<file path="config.mk">
export PLATFORM = sky130hd
export DESIGN_NAME = kpscan_flat
export DESIGN_NICKNAME = d
export VERILOG_FILES = /design/src/rtl/kpscan_if.sv /design/src/rtl/kpscan.sv /design/src/flat_wrapper.sv
export SDC_FILE = /design/constraint.sdc
export NUM_CORES = 1
export LEC_CHECK = 0
export ABC_CLOCK_PERIOD_IN_PS = 2100
export CORE_ASPECT_RATIO = 1.2
export CORE_MARGIN = 5
export CORE_UTILIZATION = 54
export DETAILED_ROUTE_END_ITERATION = 6
export GPL_ROUTABILITY_DRIVEN = 0
export PLACE_DENSITY = 0.84
export SLEW_MARGIN = 20
export SYNTH_ARGS = -nofsm -noshare
export SYNTH_HDL_FRONTEND = slang
export SYNTH_SLANG_ARGS = --single-unit
export TNS_END_PERCENT = 30
</file>
<file path="constraint.sdc">
create_clock -name clk -period 2.1 [get_ports clk]
set_clock_uncertainty 0.05 [all_clocks]
set_input_delay 0.42 -clock clk [delete_from_list [all_inputs] [get_ports clk]]
set_output_delay 0.42 -clock clk [all_outputs]
set_load 0.02 [all_outputs]
</file>
<file path="src/rtl/kpscan_if.sv">
// Keypad pin and key-event bundle between the scan controller and its surroundings.
// master: the scan controller; slave: the keypad pins / application side.
interface kpscan_if;
  logic [3:0] kpr;
  logic [3:0] kpc;
  logic [3:0] key_code;
  logic       key_valid;
  logic       key_down;

  modport master (
    input  kpr,
    output kpc, key_code, key_valid, key_down
  );

  modport slave (
    output kpr,
    input  kpc, key_code, key_valid, key_down
  );
endinterface

</file>
<file path="src/rtl/kpscan.sv">
// 4x4 keypad scanner: rotates a low column, debounces press and release of a
// single key and reports it as a one-cycle event with a 4-bit code.
//
// state       | meaning
// ST_SCAN     | rotating columns, sampling rows at each column's terminal count
// ST_DEBOUNCE | one row low on the held column, waiting for DB_CYCLES stable cycles
// ST_HELD     | key accepted, column held, waiting for all rows high
// ST_RELEASE  | all rows high, waiting for DB_CYCLES stable cycles before rescanning
module kpscan #(
  parameter int SCAN_DIV  = 50000,
  parameter int DB_CYCLES = 500000
) (
  input  logic     clk,
  input  logic     reset_n,
  kpscan_if.master kp
);

  localparam int DIV_W = $clog2(SCAN_DIV);
  localparam int DB_W  = $clog2(DB_CYCLES);
  localparam logic [DIV_W-1:0] DIV_LAST = DIV_W'(SCAN_DIV - 1);
  localparam logic [DB_W-1:0]  DB_LAST  = DB_W'(DB_CYCLES - 1);

  typedef enum logic [1:0] {
    ST_SCAN,
    ST_DEBOUNCE,
    ST_HELD,
    ST_RELEASE
  } state_t;

  state_t            state_q;
  logic [3:0]        kpr_m_q;
  logic [3:0]        kpr_s_q;
  logic [3:0]        row_q;
  logic [3:0]        kpc_q;
  logic [DIV_W-1:0]  div_cnt_q;
  logic [DB_W-1:0]   db_cnt_q;
  logic [3:0]        key_code_q;
  logic              key_valid_q;
  logic              key_down_q;

  logic [3:0]        kpc_rot_d;
  logic              kpr_one_low;
  logic [1:0]        row_idx;
  logic [1:0]        col_idx;

  assign kpc_rot_d = {kpc_q[2:0], kpc_q[3]};

  always_comb begin
    kpr_one_low = 1'b0;
    row_idx     = 2'd3;
    col_idx     = 2'd3;
    case (kpr_s_q)
      4'b0111, 4'b1011, 4'b1101, 4'b1110: kpr_one_low = 1'b1;
      default:                            kpr_one_low = 1'b0;
    endcase
    case (row_q)
      4'b0111: row_idx = 2'd0;
      4'b1011: row_idx = 2'd1;
      4'b1101: row_idx = 2'd2;
      default: row_idx = 2'd3;
    endcase
    case (kpc_q)
      4'b1110: col_idx = 2'd0;
      4'b1101: col_idx = 2'd1;
      4'b1011: col_idx = 2'd2;
      default: col_idx = 2'd3;
    endcase
  end

  always_ff @(posedge clk or negedge reset_n) begin
    if (!reset_n) begin
      state_q     <= ST_SCAN;
      kpr_m_q     <= 4'hF;
      kpr_s_q     <= 4'hF;
      row_q       <= 4'hF;
      kpc_q       <= 4'b1110;
      div_cnt_q   <= '0;
      db_cnt_q    <= '0;
      key_code_q  <= 4'd0;
      key_valid_q <= 1'b0;
      key_down_q  <= 1'b0;
    end else begin
      kpr_m_q     <= kp.kpr;
      kpr_s_q     <= kpr_m_q;
      key_valid_q <= 1'b0;
      case (state_q)
        ST_SCAN: begin
          // Rows are only trusted at the end of a column's dwell, once lines have settled.
          if (div_cnt_q == DIV_LAST) begin
            div_cnt_q <= '0;
            if (kpr_one_low) begin
              row_q    <= kpr_s_q;
              db_cnt_q <= '0;
              state_q  <= ST_DEBOUNCE;
            end else begin
              kpc_q <= kpc_rot_d;
            end
          end else begin
            div_cnt_q <= div_cnt_q + 1'b1;
          end
        end
        ST_DEBOUNCE: begin
          if (kpr_s_q != row_q) begin
            div_cnt_q <= '0;
            state_q   <= ST_SCAN;
          end else if (db_cnt_q == DB_LAST) begin
            key_code_q  <= {row_idx, col_idx};
            key_valid_q <= 1'b1;
            key_down_q  <= 1'b1;
            state_q     <= ST_HELD;
          end else begin
            db_cnt_q <= db_cnt_q + 1'b1;
          end
        end
        ST_HELD: begin
          if (kpr_s_q == 4'hF) begin
            db_cnt_q <= '0;
            state_q  <= ST_RELEASE;
          end
        end
        ST_RELEASE: begin
          if (kpr_s_q != 4'hF) begin
            db_cnt_q <= '0;
            state_q  <= ST_HELD;
          end else if (db_cnt_q == DB_LAST) begin
            key_down_q <= 1'b0;
            kpc_q      <= kpc_rot_d;
            div_cnt_q  <= '0;
            state_q    <= ST_SCAN;
          end else begin
            db_cnt_q <= db_cnt_q + 1'b1;
          end
        end
        default: state_q <= ST_SCAN;
      endcase
    end
  end

  assign kp.kpc       = kpc_q;
  assign kp.key_code  = key_code_q;
  assign kp.key_valid = key_valid_q;
  assign kp.key_down  = key_down_q;

endmodule
</file>
<file path="src/flat_wrapper.sv">
// flat-port wrapper written by rule: the top's interface ports become plain ports
module kpscan_flat 
#(
  parameter int SCAN_DIV  = 50000,
  parameter int DB_CYCLES = 500000
)
  (clk, reset_n, kp_kpr, kp_kpc, kp_key_code, kp_key_valid, kp_key_down);
  kpscan_if kp_i ();
  input  logic clk;
  input  logic reset_n;
  input wire logic [$bits(kp_i.kpr)-1:0] kp_kpr;
  output wire logic [$bits(kp_i.kpc)-1:0] kp_kpc;
  output wire logic [$bits(kp_i.key_code)-1:0] kp_key_code;
  output wire logic [$bits(kp_i.key_valid)-1:0] kp_key_valid;
  output wire logic [$bits(kp_i.key_down)-1:0] kp_key_down;
  assign kp_i.kpr = kp_kpr;
  assign kp_kpc = kp_i.kpc;
  assign kp_key_code = kp_i.key_code;
  assign kp_key_valid = kp_i.key_valid;
  assign kp_key_down = kp_i.key_down;
  kpscan #(.SCAN_DIV(SCAN_DIV), .DB_CYCLES(DB_CYCLES)) u_core (.clk(clk), .reset_n(reset_n), .kp(kp_i));
endmodule
</file>
After elaboration in Yosys (flattened, before gate mapping)
Cells that the tools add are included.

Bits of input ports: 6. Output and inout port bits: 10. Logic and storage cells: 90. Register bits: 59.

Muxes and demuxes: 36. Equal/unequal tests: 29. $add $sub $neg: 2. Bitwise operators: 1. Reduce and logical (&&, ||, !) cells: 12.

Operator list (count): two-way mux 19 bit (6); one-hot mux 19 bit (4 select lines) (1); two-way mux 16 bit (4); one-hot mux 16 bit (3 select lines) (1); equality test 4 bit (second input constant) (9); adder 19 x 1 -> 19 bit (second input constant) (1); equality test 19 bit (second input constant) (1); adder 16 x 1 -> 16 bit (second input constant) (1); equality test 16 bit (second input constant) (1); two-way mux 4 bit (4); AND reduction 5 bit (3); two-way mux 2 bit (7); inequality test 2 x 1 -> 1 bit (second input constant) (6); one-hot mux 2 bit (3 select lines) (2); equality test 4 x 3 -> 1 bit (second input constant) (2); two-way mux 1 bit (8); one-hot mux 2 bit (4 select lines) (1); one-hot mux 4 bit (2 select lines) (1); AND reduction 4 bit (2); inequality test 2 bit (second input constant) (3); inequality test 3 x 1 -> 1 bit (second input constant) (2); AND reduction 3 bit (2); equality test 2 bit (second input constant) (2); inequality test 4 bit (1); other kinds (8) (9).

Depth between registers and ports, before layout
Word-level depth: 6. Depth in mapped cells: 8.

Worst setup path before layout
No wires, ideal clock.

Kind: reg2reg. Start point: reg u_core.kpr_s_q[1]. End point: reg u_core.db_cnt_q[13]. Period minus slack after synthesis: 2185 ps. Data arrival time: 2057 ps. Cell stages (with the launch flop): 7. Setup slack: -85 ps. Setup time: 78 ps. Path buffers: 0. Data required time: 1972 ps. Cells stage by stage: dfstp_2 -> xor2_1 -> o41ai_4 -> o22ai_2 -> or2_1 -> or4_1 -> a21boi_1.

Cells in the longest elaborated chain, start to end: 5. Elaborated cells between the ends (all ways): 15. Those cells by class: eq/ne: 10; mux: 3; reduce/logical: 2.

RTL lines: start, declared (line kpscan.sv:32) `logic [3:0] kpr_s_q;`; start signal, assigned (line kpscan.sv:84) `kpr_s_q <= kpr_m_q;`; equality test 4 x 3 -> 1 bit / equality test 4 bit (equally long branches) (line kpscan.sv:52) `case (kpr_s_q)`; OR reduction 4 bit (line kpscan.sv:52); two-way mux 1 bit (line kpscan.sv:52); inequality test 2 x 1 -> 1 bit (no source line); AND reduction 4 bit (no source line); end signal, assigned (line kpscan.sv:112) `db_cnt_q <= db_cnt_q + 1'b1;`; end signal, assigned (line kpscan.sv:131) `db_cnt_q <= db_cnt_q + 1'b1;`; end, declared (line kpscan.sv:36) `logic [DB_W-1:0] db_cnt_q;`.

Several ways; a longest one is shown, not always the timed one. A chain may end at the register's enable or synchronous reset.

Final worst setup path
Start point: reg u_core.div_cnt_q[5]. End point: reg u_core.db_cnt_q[13].

Cells in the longest elaborated chain, start to end: 3.

RTL lines: start, declared (line kpscan.sv:35) `logic [DIV_W-1:0] div_cnt_q;`; start signal, assigned (line kpscan.sv:99) `div_cnt_q <= div_cnt_q + 1'b1;`; equality test 16 bit (line kpscan.sv:89) `if (div_cnt_q == DIV_LAST) begin`; inequality test 2 x 1 -> 1 bit (no source line); AND reduction 4 bit (no source line).

No other way between the ends.

==> run_results.csv <==
group,metric,value,unit
synth,synthDistinctLibCells,49,
synth,synth-seq-cells,59,
placement,place_ws,-0.0855,ns
drt,drc_errors,0,
critical_path,path_max_fanout,6,
synth,synth.avg_cell_area,10.2,sq um
job,cap_violations,0,
timing,slew_headroom,0.732,
critical_path,reg2regPathDepth,6,
timing,finalCritPeriodShare,1.06,
synth,syn_area,0.00303,sq mm
run_status,status,"complete, but fails checks",
placement,dp_hpwl,4.92,mm
pwr,p_seq_frac,0.547,
clocking,clkTransAtPathRegs,0.07,ns
synth,seq_area_frac_synth,0.494,
critical_path,critical_path.startpoint,"u_core.div_cnt_q[5]",
pwr,ir_drop,0.434,mV
pwr,switching_share,0.222,
pwr,powerDensity,506,mW/mm^2
run_status,violations,"negative setup slack",
die,die_w,78.3,um
global_routing,grt_pass1_vias,2882,
pwr,p_leak,1.90,nW
drt,wirelength,7.54,mm
critical_path,crit_path_end_kind,"register",
layout,final-instance-count-excl-fill,459,
pwr,pwr-share-comb,0.035,
clocking,cts.path.max_buffers,2,
synth,postSynth.asyncResetShare,1.00,
pwr,p_int,0.00165,W
synth,synthFlopType,"dfrtp_1",
clocking,cts.sinks,59,
layout,drive_above_1_share,0.373,
timing,hold_violations,0,
drt,wl_per_cell,16.4,um
critical_path,cp-endpoint,"u_core.db_cnt_q[13]",
clocking,clk_latency,0.35,ns
timing,rsz0062_at_grt,"yes",
clocking,cts-root-buf,"clkbuf_8",
die,core_area,0.00537,sq mm
worst_hold_path,hp-class,"in2async",
layout,multi_input_area,0.00164,sq mm
clocking,cts_inserted_buffers,9,
global_routing,grt_overflow,0,
drt,ant_nets,0,
layout,final_cell_mix,"61 x buf_4, 44 x dfrtp_1, 22 x nand2_1",
layout,nets,400,
timing,finalSetupViolCount,33,
timing,setup_ws,-0.118,ns
die,die_area,0.00721,sq mm
critical_path,cp.required,2.32,ns
layout,area_growth,38.3,%
pwr,clock_power_share,0.418,
pwr,p_switching,0.000470,W
timing,max_freq,0.451,GHz
layout,antenna_cells,0,
critical_path,r2r_end,"u_core.db_cnt_q[13]",
layout,fill_cells,320,
die,ios,16,
clocking,tritoncts,"yes",
synth,synth_cells,296,
critical_path,cp-start-kind,"register",
critical_path,cp_data_arrival_time,2.44,ns
global_routing,grt_pass1_wl,12.6,mm
synth,yosysWarnings,0,
global_routing,grt_start_max_net_pins,60,
die,start_util,0.563,
global_routing,antenna_found_initial,0,
die,num_rows,29,
placement,dp.cells,436,
drt,drt_first_pass_iters,4,
timing,worst_pin_slew,0.400,ns
synth,synth_edf_count,0,
timing,finalMaxSlewViolations,0,
layout,final_common_cell,"buf_4",
placement,io_buffers,15,
drt,vias,2738,
critical_path,reg2reg_from,"u_core.div_cnt_q[5]",
drt,vias_per_cell,5.97,
global_routing,track_usage,0.219,
critical_path,crit_type,"reg2reg",
clocking,ctsHoldBuffers,0,
layout,register_area,0.00150,sq mm
synth,synth_nets,304,
drt,drt_iter0_markers,212,
timing,min_period,2.22,ns
clocking,htreeDepth,3,
critical_path,reg2reg_slack,-0.12,ns
die,dieHeight,92.0,um
[cells by family after synthesis]
family | count (synthesis) | synth area share
xor+xnor | 19 | 0.0550
buf+inv | 15 | 0.0211
simple gates | 129 | 0.241
flops | 59 | 0.494
fa+ha+maj | 2 | 0.00827
compound gates | 58 | 0.131
mux | 14 | 0.0496
[synth_stat cells, types with 5 or more instances]
cell type | instances | area share
inv_1 | 7 | 0.0087
nand2_1 | 23 | 0.029
nand3_1 | 16 | 0.026
a21oi_1 | 6 | 0.0099
or3_1 | 10 | 0.021
nor2_1 | 24 | 0.030
o31ai_1 | 10 | 0.025
o21ai_0 | 19 | 0.031
mux2i_1 | 6 | 0.020
dfstp_2 | 15 | 0.13
xor2_1 | 16 | 0.046
dfrtp_1 | 44 | 0.36
nor3_1 | 7 | 0.012
and4_1 | 6 | 0.017
mux2_2 | 8 | 0.030
and3_1 | 5 | 0.010
nand4_1 | 13 | 0.027
[sequential cells by signal, summed over array words and instances (netlist names)]
signal	cells
u_core.db_cnt_q	19
u_core.div_cnt_q	16
u_core.kp.key_code	4
u_core.kp.key_down	1
u_core.kp.key_valid	1
u_core.kp.kpc	4
u_core.kpr_m_q	4
u_core.kpr_s_q	4
u_core.row_q	4
u_core.state_q	2
[power by group through the flow]
stage	Clock, W	Sequential (W)	Combinational (W)
after floorplan	0	0.00118	0.0000119
after global placement	0	0.00118	0.0000646
after detailed placement	0	0.00118	0.0000661
after CTS	0.000898	0.00116	0.0000672
after global routing	0.000950	0.00116	0.0000814
final	0.000886	0.00116	0.0000742
[routing by layer]
metal | up-vias | routed length [um] | share of wire | track usage
met2 | 69 | 4020 | 0.53 | 0.375
met4 | 0 | 197 | 0.026 | 0.0991
met1 | 1356 | 3000 | 0.40 | 0.246
met5 | - | 0 | 0 | 0
li1 | 1294 | - | - | -
met3 | 19 | 329 | 0.044 | 0.0745
[worst max-delay path: stages, from the launching register on]
cell	delay, ns
dfrtp_1	0.39
nor4b_2	0.30
nand4_1	0.28
o21ba_4	0.30
or2_4	0.28
or4_1	0.40
a21boi_1	0.13
[how the worst min path moves through the flow]
stage / end / start / slack (ns)
floorplan: u_core.db_cnt_q[0] / reset_n / 0.07
global placement: u_core.kpr_s_q[3] / u_core.kpr_m_q[3] / 0.30
detailed placement: u_core.kpr_s_q[0] / u_core.kpr_m_q[0] / 0.30
CTS: u_core.kp.key_valid / reset_n / 0.02
global route: u_core.db_cnt_q[3] / reset_n / 0.03
finish: u_core.db_cnt_q[16] / reset_n / 0.008
[area by class of cell]
cell class                 instances  area share
inverter                           7     0.00628
clock buffer                      16      0.0383
multi-input combinational        222       0.391
timing repair buffer              93       0.189
tap                               62      0.0185
sequential                        59       0.357
[stage by stage]
step | area (sq um) | util | total power (W) | setup TNS (ns) | hold WS [ns]
global route | 4190 | 0.779 | 0.00219 | -4.81 | 0.0275
detailed placement | 3770 | 0.702 | 0.00124 | -0.853 | 0.297
CTS | 4000 | 0.744 | 0.00212 | -1.03 | 0.0194
floorplan | 3050 | - | 0.00119 | -0.107 | 0.0744
global placement | 3770 | 0.702 | 0.00124 | -0.179 | 0.296
finish | 4190 | 0.779 | 0.00212 | -1.53 | 0.00799
[what timing repair did]
item	4_1_cts	5_1_grt
pin swaps	11	12
hold endpoints to repair	0	0
buffers inserted	1	4
resized for setup	17	40
endpoints found under the setup margin	36	48
gates cloned	0	2
No activity file was read; power rests on OpenSTA's default activity.
